[config.mk]
export PLATFORM = sky130hd
export DESIGN_NAME = spr_arbiter
export DESIGN_NICKNAME = d
export VERILOG_FILES = /design/src/rtl/spr_arbiter.sv
export SDC_FILE = /design/constraint.sdc
export NUM_CORES = 1
export LEC_CHECK = 0
export ABC_AREA = 1
export CAP_MARGIN = 40
export CORE_ASPECT_RATIO = 0.5
export CORE_MARGIN = 8
export CORE_UTILIZATION = 40
export DETAILED_ROUTE_END_ITERATION = 7
export GPL_TIMING_DRIVEN = 0
export PLACE_DENSITY = 0.79
export RECOVER_POWER = 100
export SLEW_MARGIN = 20
export SYNTH_ARGS = -nofsm -noshare
export SYNTH_HDL_FRONTEND = slang
export SYNTH_SLANG_ARGS = --single-unit
[constraint.sdc]
create_clock -name clk -period 1.25 [get_ports clk]
set_input_delay 0.1875 -clock clk [delete_from_list [all_inputs] [get_ports clk]]
set_output_delay 0.1875 -clock clk [all_outputs]
set_load 0.02 [all_outputs]
[src/rtl/spr_arbiter.sv]
// Two-port round-robin arbiter serialising A/B read/write requests onto one
// single-port scratch RAM, with registered commands and per-port read return.
module spr_arbiter #(
  parameter int unsigned MEM_WIDTH  = 8,
  parameter int unsigned ADDR_WIDTH = 8
) (
  input  logic                  clk,
  input  logic                  rst,
  input  logic                  req_a,
  input  logic                  we_a,
  input  logic [ADDR_WIDTH-1:0] addr_a,
  input  logic [MEM_WIDTH-1:0]  wdata_a,
  output logic                  gnt_a,
  output logic                  rvalid_a,
  output logic [MEM_WIDTH-1:0]  rdata_a,
  input  logic                  req_b,
  input  logic                  we_b,
  input  logic [ADDR_WIDTH-1:0] addr_b,
  input  logic [MEM_WIDTH-1:0]  wdata_b,
  output logic                  gnt_b,
  output logic                  rvalid_b,
  output logic [MEM_WIDTH-1:0]  rdata_b,
  output logic                  mem_blk_select,
  output logic                  mem_wr_en,
  output logic                  mem_rd_en,
  output logic [ADDR_WIDTH-1:0] mem_address,
  output logic [MEM_WIDTH-1:0]  mem_din,
  input  logic [MEM_WIDTH-1:0]  mem_dout
);

  localparam logic [0:0] LAST_A = 1'b0;
  localparam logic [0:0] LAST_B = 1'b1;

  logic [0:0]            last_q, last_d;
  logic                  gnt_a_q, gnt_a_d, gnt_b_q, gnt_b_d;
  logic                  blk_q, blk_d, wr_q, wr_d, rd_q, rd_d;
  logic [ADDR_WIDTH-1:0] addr_q, addr_d;
  logic [MEM_WIDTH-1:0]  din_q, din_d;
  logic                  pend_a_q, pend_a_d, pend_b_q, pend_b_d;
  logic                  rvalid_a_q, rvalid_a_d, rvalid_b_q, rvalid_b_d;
  logic [MEM_WIDTH-1:0]  rdata_a_q, rdata_a_d, rdata_b_q, rdata_b_d;
  logic                  elig_a, elig_b, win_a, win_b;

  // A port still holding req during its own grant cycle is not re-granted.
  always_comb begin
    elig_a     = req_a & ~gnt_a_q;
    elig_b     = req_b & ~gnt_b_q;
    win_a      = elig_a & (~elig_b | (last_q == LAST_B));
    win_b      = elig_b & (~elig_a | (last_q == LAST_A));

    last_d     = last_q;
    gnt_a_d    = win_a;
    gnt_b_d    = win_b;
    blk_d      = win_a | win_b;
    wr_d       = 1'b0;
    rd_d       = 1'b0;
    addr_d     = addr_q;
    din_d      = din_q;
    pend_a_d   = win_a & ~we_a;
    pend_b_d   = win_b & ~we_b;
    rvalid_a_d = pend_a_q;
    rvalid_b_d = pend_b_q;
    rdata_a_d  = pend_a_q ? mem_dout : rdata_a_q;
    rdata_b_d  = pend_b_q ? mem_dout : rdata_b_q;

    if (win_a) begin
      last_d = LAST_A;
      wr_d   = we_a;
      rd_d   = ~we_a;
      addr_d = addr_a;
      if (we_a) din_d = wdata_a;
    end else if (win_b) begin
      last_d = LAST_B;
      wr_d   = we_b;
      rd_d   = ~we_b;
      addr_d = addr_b;
      if (we_b) din_d = wdata_b;
    end
  end

  always_ff @(posedge clk) begin
    if (rst) begin
      last_q     <= LAST_B;
      gnt_a_q    <= 1'b0;
      gnt_b_q    <= 1'b0;
      blk_q      <= 1'b0;
      wr_q       <= 1'b0;
      rd_q       <= 1'b0;
      addr_q     <= '0;
      din_q      <= '0;
      pend_a_q   <= 1'b0;
      pend_b_q   <= 1'b0;
      rvalid_a_q <= 1'b0;
      rvalid_b_q <= 1'b0;
      rdata_a_q  <= '0;
      rdata_b_q  <= '0;
    end else begin
      last_q     <= last_d;
      gnt_a_q    <= gnt_a_d;
      gnt_b_q    <= gnt_b_d;
      blk_q      <= blk_d;
      wr_q       <= wr_d;
      rd_q       <= rd_d;
      addr_q     <= addr_d;
      din_q      <= din_d;
      pend_a_q   <= pend_a_d;
      pend_b_q   <= pend_b_d;
      rvalid_a_q <= rvalid_a_d;
      rvalid_b_q <= rvalid_b_d;
      rdata_a_q  <= rdata_a_d;
      rdata_b_q  <= rdata_b_d;
    end
  end

  assign gnt_a          = gnt_a_q;
  assign gnt_b          = gnt_b_q;
  assign rvalid_a       = rvalid_a_q;
  assign rvalid_b       = rvalid_b_q;
  assign rdata_a        = rdata_a_q;
  assign rdata_b        = rdata_b_q;
  assign mem_blk_select = blk_q;
  assign mem_wr_en      = wr_q;
  assign mem_rd_en      = rd_q;
  assign mem_address    = addr_q;
  assign mem_din        = din_q;

endmodule
==> impl_metrics.tcl <==
set metrics [dict create \
    cp-start-kind "flip-flop" \
    finalCritPeriodShare 0.967 \
    cts-root-buf "clkbuf_8" \
    die_x_um 110 \
    grt_max_degree 14 \
    totalPowerFinal_mw 3.29 \
    start_util 0.407 \
    maxCapViolCount 0 \
    dp_hpwl_um 3950 \
    sw_frac_of_total 0.280 \
    critPathBufInv 1 \
    pwr_density_cell_nw_per_um2 1180 \
    grt_pass1_vias 1795 \
    fmax_ghz 0.828 \
    slew_viol_final 0 \
    relSlewSlack 0.755 \
    post_drt_via_cell_ratio 4.70 \
    synthMuxAreaShare 0 \
    core_area_sq_um 4320 \
    drive_above_1_share 0.122 \
    antenna_found_initial 0 \
    cts.path.max_buffers 2 \
    ys_types 24 \
    clk_pin_slew_worst_paths_ns 0.08 \
    path_class "flip-flop to output pin" \
    cts_sinks 42 \
    hold_buffers 0 \
    tritoncts.num_buffers 5 \
    crit_fanout 3 \
    synth-simple-area-share 0.383 \
    max-vdd-ir-drop_mv 0.505 \
    syn_area_per_cell_sq_um 7.30 \
    finish.utilization 0.647 \
    required_ns 1.06 \
    synth-seq-cells 42 \
    antenna_cells 0 \
    drt_iter0_markers 53 \
    switching_power_mw 0.921 \
    rows 17 \
    fin_crit_ns 1.21 \
    post_synth_inst_count 241 \
    grt_first_pass_wirelength_um 8330 \
    io_buffers 83 \
    yosys_warnings 0 \
    path_cells "dlygate4sd2_1" \
    cp_data_arrival_time_ns 1.02 \
    r2r_slack_ns 0.06 \
    fin_skew_ns 0.00478 \
    crit_family "flip-flops" \
    routed_wl_um 5180 \
    synthAdderAreaFrac 0 \
    cp-end-kind "output pin" \
    status "finished, final reports clean" \
    wl_per_cell_um 13.2 \
    place_congestion 0.819 \
    p_leak_nw 1.43 \
    synth-seq-area-share 0.478 \
    nets 380 \
    io-pin-count 85 \
    cts_tree "yes" \
    post-place-ws_ns -0.357 \
    dieHeight_um 62.9 \
    ff_latch_area_sq_um 847 \
    p_comb_frac 0.224 \
    area_delta_synth_final_pct 58.8 \
    power_frac_seq 0.452 \
    fillers 380 \
    multiInputGateArea_sq_um 802 \
    synth_xor_area_frac 0 \
    drt_first_pass_iters 4 \
    hold_viol 0 \
    syn_nets 287 \
    worst_slew_pin_slew_ns 0.366 \
    slowest_delay_ns 0.38 \
    dp_cells 381 \
    grt-ovfl-total 0 \
    synth-compound-area-share 0.0569 \
    cts.htree.levels 2 \
    hp-class "input pin to flip-flop" \
    crit_slowest_cell "dfxtp_4" \
    netlist_area_sq_um 1760 \
    setup_viol 0 \
    grt.total_usage 0.149 \
    die_area_sq_um 6900 \
    finalWorstSetupSlack_ns 0.0417 \
    clk_latency_ns 0.30 \
    p_int_mw 2.37 \
    power_frac_clock 0.324 \
    drt.antenna.violating_nets 0 \
    hold_slack_ns 0.200 \
    route.detailed.drc 0 \
    instances_no_fill 392 \
    synth_top_family_by_area "simple AND/OR/NAND/NOR gates" \
    vias 1843 \
]
-- power by group through the flow --
stage               sequential (mW)  combinational (mW)  clock, mW
global route                   1.50               0.802       1.15
CTS                            1.49               0.734       1.09
finish                         1.49               0.738       1.07
floorplan                      1.63               0.273          0
global placement               1.52               0.762          0
detailed placement             1.52               0.775          0
-- placed cells by master (no fill, tap or decap), types with 3 or more instances in the layout --
cell type	count
nor2_1	55
nand2_1	49
clkdlybuf4s50_1	42
dlygate4sd2_1	39
dfxtp_1	39
nand3_1	24
inv_1	19
o21ai_0	16
or2_2	5
clkbuf_8	5
buf_2	4
inv_2	4
buf_4	4
nand3_4	3
or2_0	3
-- cell usage after synthesis --
library cell | count | area (sq um)
inv_2 | 3 | 11.3
o21a_1 | 1 | 7.51
inv_1 | 20 | 75.1
dfxtp_1 | 42 | 841
buf_6 | 1 | 11.3
or2_1 | 1 | 6.26
or2_2 | 5 | 31.3
nor2_8 | 1 | 20.0
o211ai_1 | 1 | 7.51
a21oi_1 | 1 | 5.00
o21ai_0 | 16 | 80.1
nand3_4 | 1 | 17.5
nand3_1 | 24 | 120
nand2_4 | 1 | 11.3
nor2_1 | 55 | 206
buf_4 | 2 | 15.0
clkinv_1 | 2 | 7.51
nor2_2 | 1 | 6.26
nand2_1 | 50 | 188
or2_0 | 3 | 18.8
buf_2 | 5 | 25.0
nand3b_1 | 1 | 7.51
nor3_2 | 1 | 10.0
nand3_2 | 3 | 30.0
-- metrics by stage --
| step | TNS (ns) | area, sq um |
|---|---|---|
| finish | 0 | 2790 |
| global route | -0.00473 | 2790 |
| CTS | 0 | 2760 |
| detailed placement | -6.37 | 2660 |
| global placement | -5.80 | 2660 |
| floorplan | 0 | 1760 |
-- state kept, by name (all words and copies together) (netlist names) --
name and cells:
mem_address 8, mem_din 8, rdata_a 8, rdata_b 8, gnt_a 1, gnt_b 1
last_q 1, mem_blk_select 1, mem_rd_en 1, mem_wr_en 1, pend_a_q 1, pend_b_q 1
rvalid_a 1, rvalid_b 1
-- area by class of cell --
cell class / instances / share of cell area
plain buffers: 8 / 0.0206
clock buffers: 6 / 0.0260
clock inverters: 2 / 0.0134
inverters: 25 / 0.0349
multi-input cells: 166 / 0.287
flip-flops and latches: 42 / 0.303
well taps: 57 / 0.0255
repair buffers: 86 / 0.289
-- layer usage --
layer,vias to the layer above,part of all wire,wire length (um),track usage
met5,-,0,0,0
met4,0,0.028,144,0.0818
met2,52,0.51,2620,0.258
met3,13,0.055,287,0.0381
li1,933,-,-,-
met1,845,0.41,2130,0.162
-- what timing repair did --
action,in CTS,in global routing
buffers inserted,2,1
endpoints found under the setup margin,50,19
gates cloned,0,0
gates resized for setup,47,9
pin swaps,2,3
-- worst paths after layout --
path / end / start / depth (start not counted)
hold reg to reg: mem_address[6] / mem_address[6] / 2
hold / removal: rvalid_a / rst / 2
setup / recovery: gnt_b / gnt_b / 1
setup reg to reg: mem_address[3] / gnt_b / 7
-- kinds of logic (layout without fill, tap and decap cells) --
| logic type | count (synthesis) | count (layout) |
|---|---|---|
| simple gates | 147 | 147 |
| buf+inv | 33 | 127 |
| flops | 42 | 42 |
| compound gates | 19 | 19 |
No activity file was read; power rests on OpenSTA's default activity.
==> edit: new RTL, config.mk and constraints unchanged <==
Take the reset off `addr_q`, `din_q`, `rdata_a_q` and `rdata_b_q` and load them in a clocked block of their own.
--- a/src/rtl/spr_arbiter.sv
+++ b/src/rtl/spr_arbiter.sv
@@ -88,4 +88,2 @@
       rd_q       <= 1'b0;
-      addr_q     <= '0;
-      din_q      <= '0;
       pend_a_q   <= 1'b0;
@@ -94,4 +92,2 @@
       rvalid_b_q <= 1'b0;
-      rdata_a_q  <= '0;
-      rdata_b_q  <= '0;
     end else begin
@@ -103,4 +99,2 @@
       rd_q       <= rd_d;
-      addr_q     <= addr_d;
-      din_q      <= din_d;
       pend_a_q   <= pend_a_d;
@@ -109,5 +103,10 @@
       rvalid_b_q <= rvalid_b_d;
-      rdata_a_q  <= rdata_a_d;
-      rdata_b_q  <= rdata_b_d;
     end
+  end
+
+  always_ff @(posedge clk) begin
+    addr_q    <= addr_d;
+    din_q     <= din_d;
+    rdata_a_q <= rdata_a_d;
+    rdata_b_q <= rdata_b_d;
   end
Check against the original RTL: not equivalent (a bounded check fails within 4 cycles, from zero or initial values and one cycle with rst high).
==> edit against the original RTL <==
Area after synthesis fell by 9.7%. Sequential cell count unchanged. Cell area down 6.0%. Count of clock-buffer cells in the layout shrank 1. Setup slack improved by 0.0056 ns. Synthesized cell count is 48% lower. Total power is 5.3% lower. Sequential share of layout area increased by 14 points. Highest routed layer unchanged. Routed wire length shrank 20%.
==> edit: results (changes against the original RTL) <==
status=completed (unchanged); Hold Slack=0.453 ns (was 0.200 ns); switching pwr=822 uW (was 921 uW); crit path max-delay cell type=edfxtp_1 (was dfxtp_4); global-route wire length before repair=6260 um (was 8330 um); pwr dens=1190 nW/um^2 (was 1180 nW/um^2); sequential area share after synthesis=73.1% (was 47.8%); Leak=1.14 nW (was 1.43 nW); sequential cell area share=44.3% (was 30.3%); Setup crit end=mem_address[4] (was gnt_b); inverters=11 (was 25); reg2reg end=mem_din[0]$_DFFE_PP_ (was mem_address[3]$_SDFFE_PP0P_); via count=1221 (was 1843); Buffers, non-clock=92 (was 94); # fillers=292 (was 380); FF+latch count=42 (unchanged); number of global-route vias before repair=1276 (was 1795); post-cts sizing count=47 (unchanged); DP Worst Slack=-0.493 ns (was -0.357 ns); HPWL after detailed placement=3300 um (was 3950 um); hold path endpoint=gnt_b$_SDFF_PP0_ (was rvalid_a$_SDFF_PP0_); Worst VDD drop=0.571 mV (was 0.505 mV); slew margin rel.=73.7% (was 75.5%); final wirelength=4120 um (was 5180 um); Power Clock=886 uW (was 1.07 mW); Signal buf overhead=34.0% (was 31.0%); gp weighted congestion=0.755 (was 0.819); Final WS setup=0.0472 ns (was 0.0417 ns); R2R depth=5 (was 7); GR Layer Usage met3=4.34% (was 3.81%); Syn Nets=172 (was 287); Initial DRC Count=46 (was 53); multi-input gates=68 (was 166); r2r setup slk=0.06 ns (about the same); Post-synth EDFFs=32 (was 0); Unique masters post-synth=17 (was 24); DP Cell Count=264 (was 381); Port Buffers=84 (was 83); multi-input logic area=365 sq um (was 802 sq um); Synth Warn #=0 (unchanged); M2 GR Usage=25.1% (was 25.8%); Clock buf/inv share=3.57% (was 3.94%); maximum number of pins on one net before global-route repair=20 (was 14); post-route insts no fill=275 (was 392); Cell Area, Placed=2500 sq um (was 2660 sq um); Synth area leaders=edfxtp_1 (61%), dfxtp_1 (13%), nand2_1 (8.3%) (was dfxtp_1 (48%), nor2_1 (12%), nand2_1 (11%)); Total GRT Usage=12.7% (was 14.9%); met1 Use GR=12.2% (was 16.2%); Synth top cells by count=nand2_1 (35), edfxtp_1 (32), nand3_1 (20), inv_1 (11), dfxtp_1 (10) (was nor2_1 (55), nand2_1 (50), dfxtp_1 (42), nand3_1 (24), inv_1 (20)); Hold Path Depth=4 (was 2); Comb. pwr=590 uW (was 738 uW); worst-path maximum fanout=1 (was 3); clk_skew=0.00471 ns (was 0.00478 ns); mean area per synthesized cell=12.6 sq um (was 7.30 sq um); Worst Setup SP=mem_address[4]$_DFFE_PP_ (was gnt_b$_SDFF_PP0_); layout cells sized above 1=14.0% (was 12.2%); post-layout util=68.0% (was 64.7%); Nets=266 (was 380)
==> edit: cell count changes after synthesis, sizes merged, moves of 7 or more <==
cell	before	now
nor2	57	6
nand3	28	21
inv	23	11
dfxtp	42	10
nand2	51	36
edfxtp	0	32
o21ai	16	1
or2	9	0
==> edit: worst min-delay path, delay by kind of cell <==
| kind | cells | cell delay, ns |
|---|---|---|
| simple gates | 2 | 0.34 |
| buf+inv | 2 | 0.17 |
==> edit: cells by family (layout without fill, tap and decap cells) <==
logic type             Yosys count  in the layout  share of synthesized area (%)
AND/OR/NAND/NOR                 64             64                           17.6
flip-flops                      42             42                           73.1
buffers and inverters           16            111                           6.93
AO/OA/AOI/OAI                    4              4                           2.36
==> edit: routing by layer <==
layer	share of wire (%)	vias to the layer above	wire length, um
met1	36	557	1510
met5	0	-	0
met2	55	42	2280
met3	5.5	8	226
li1	-	614	-
met4	2.6	0	108
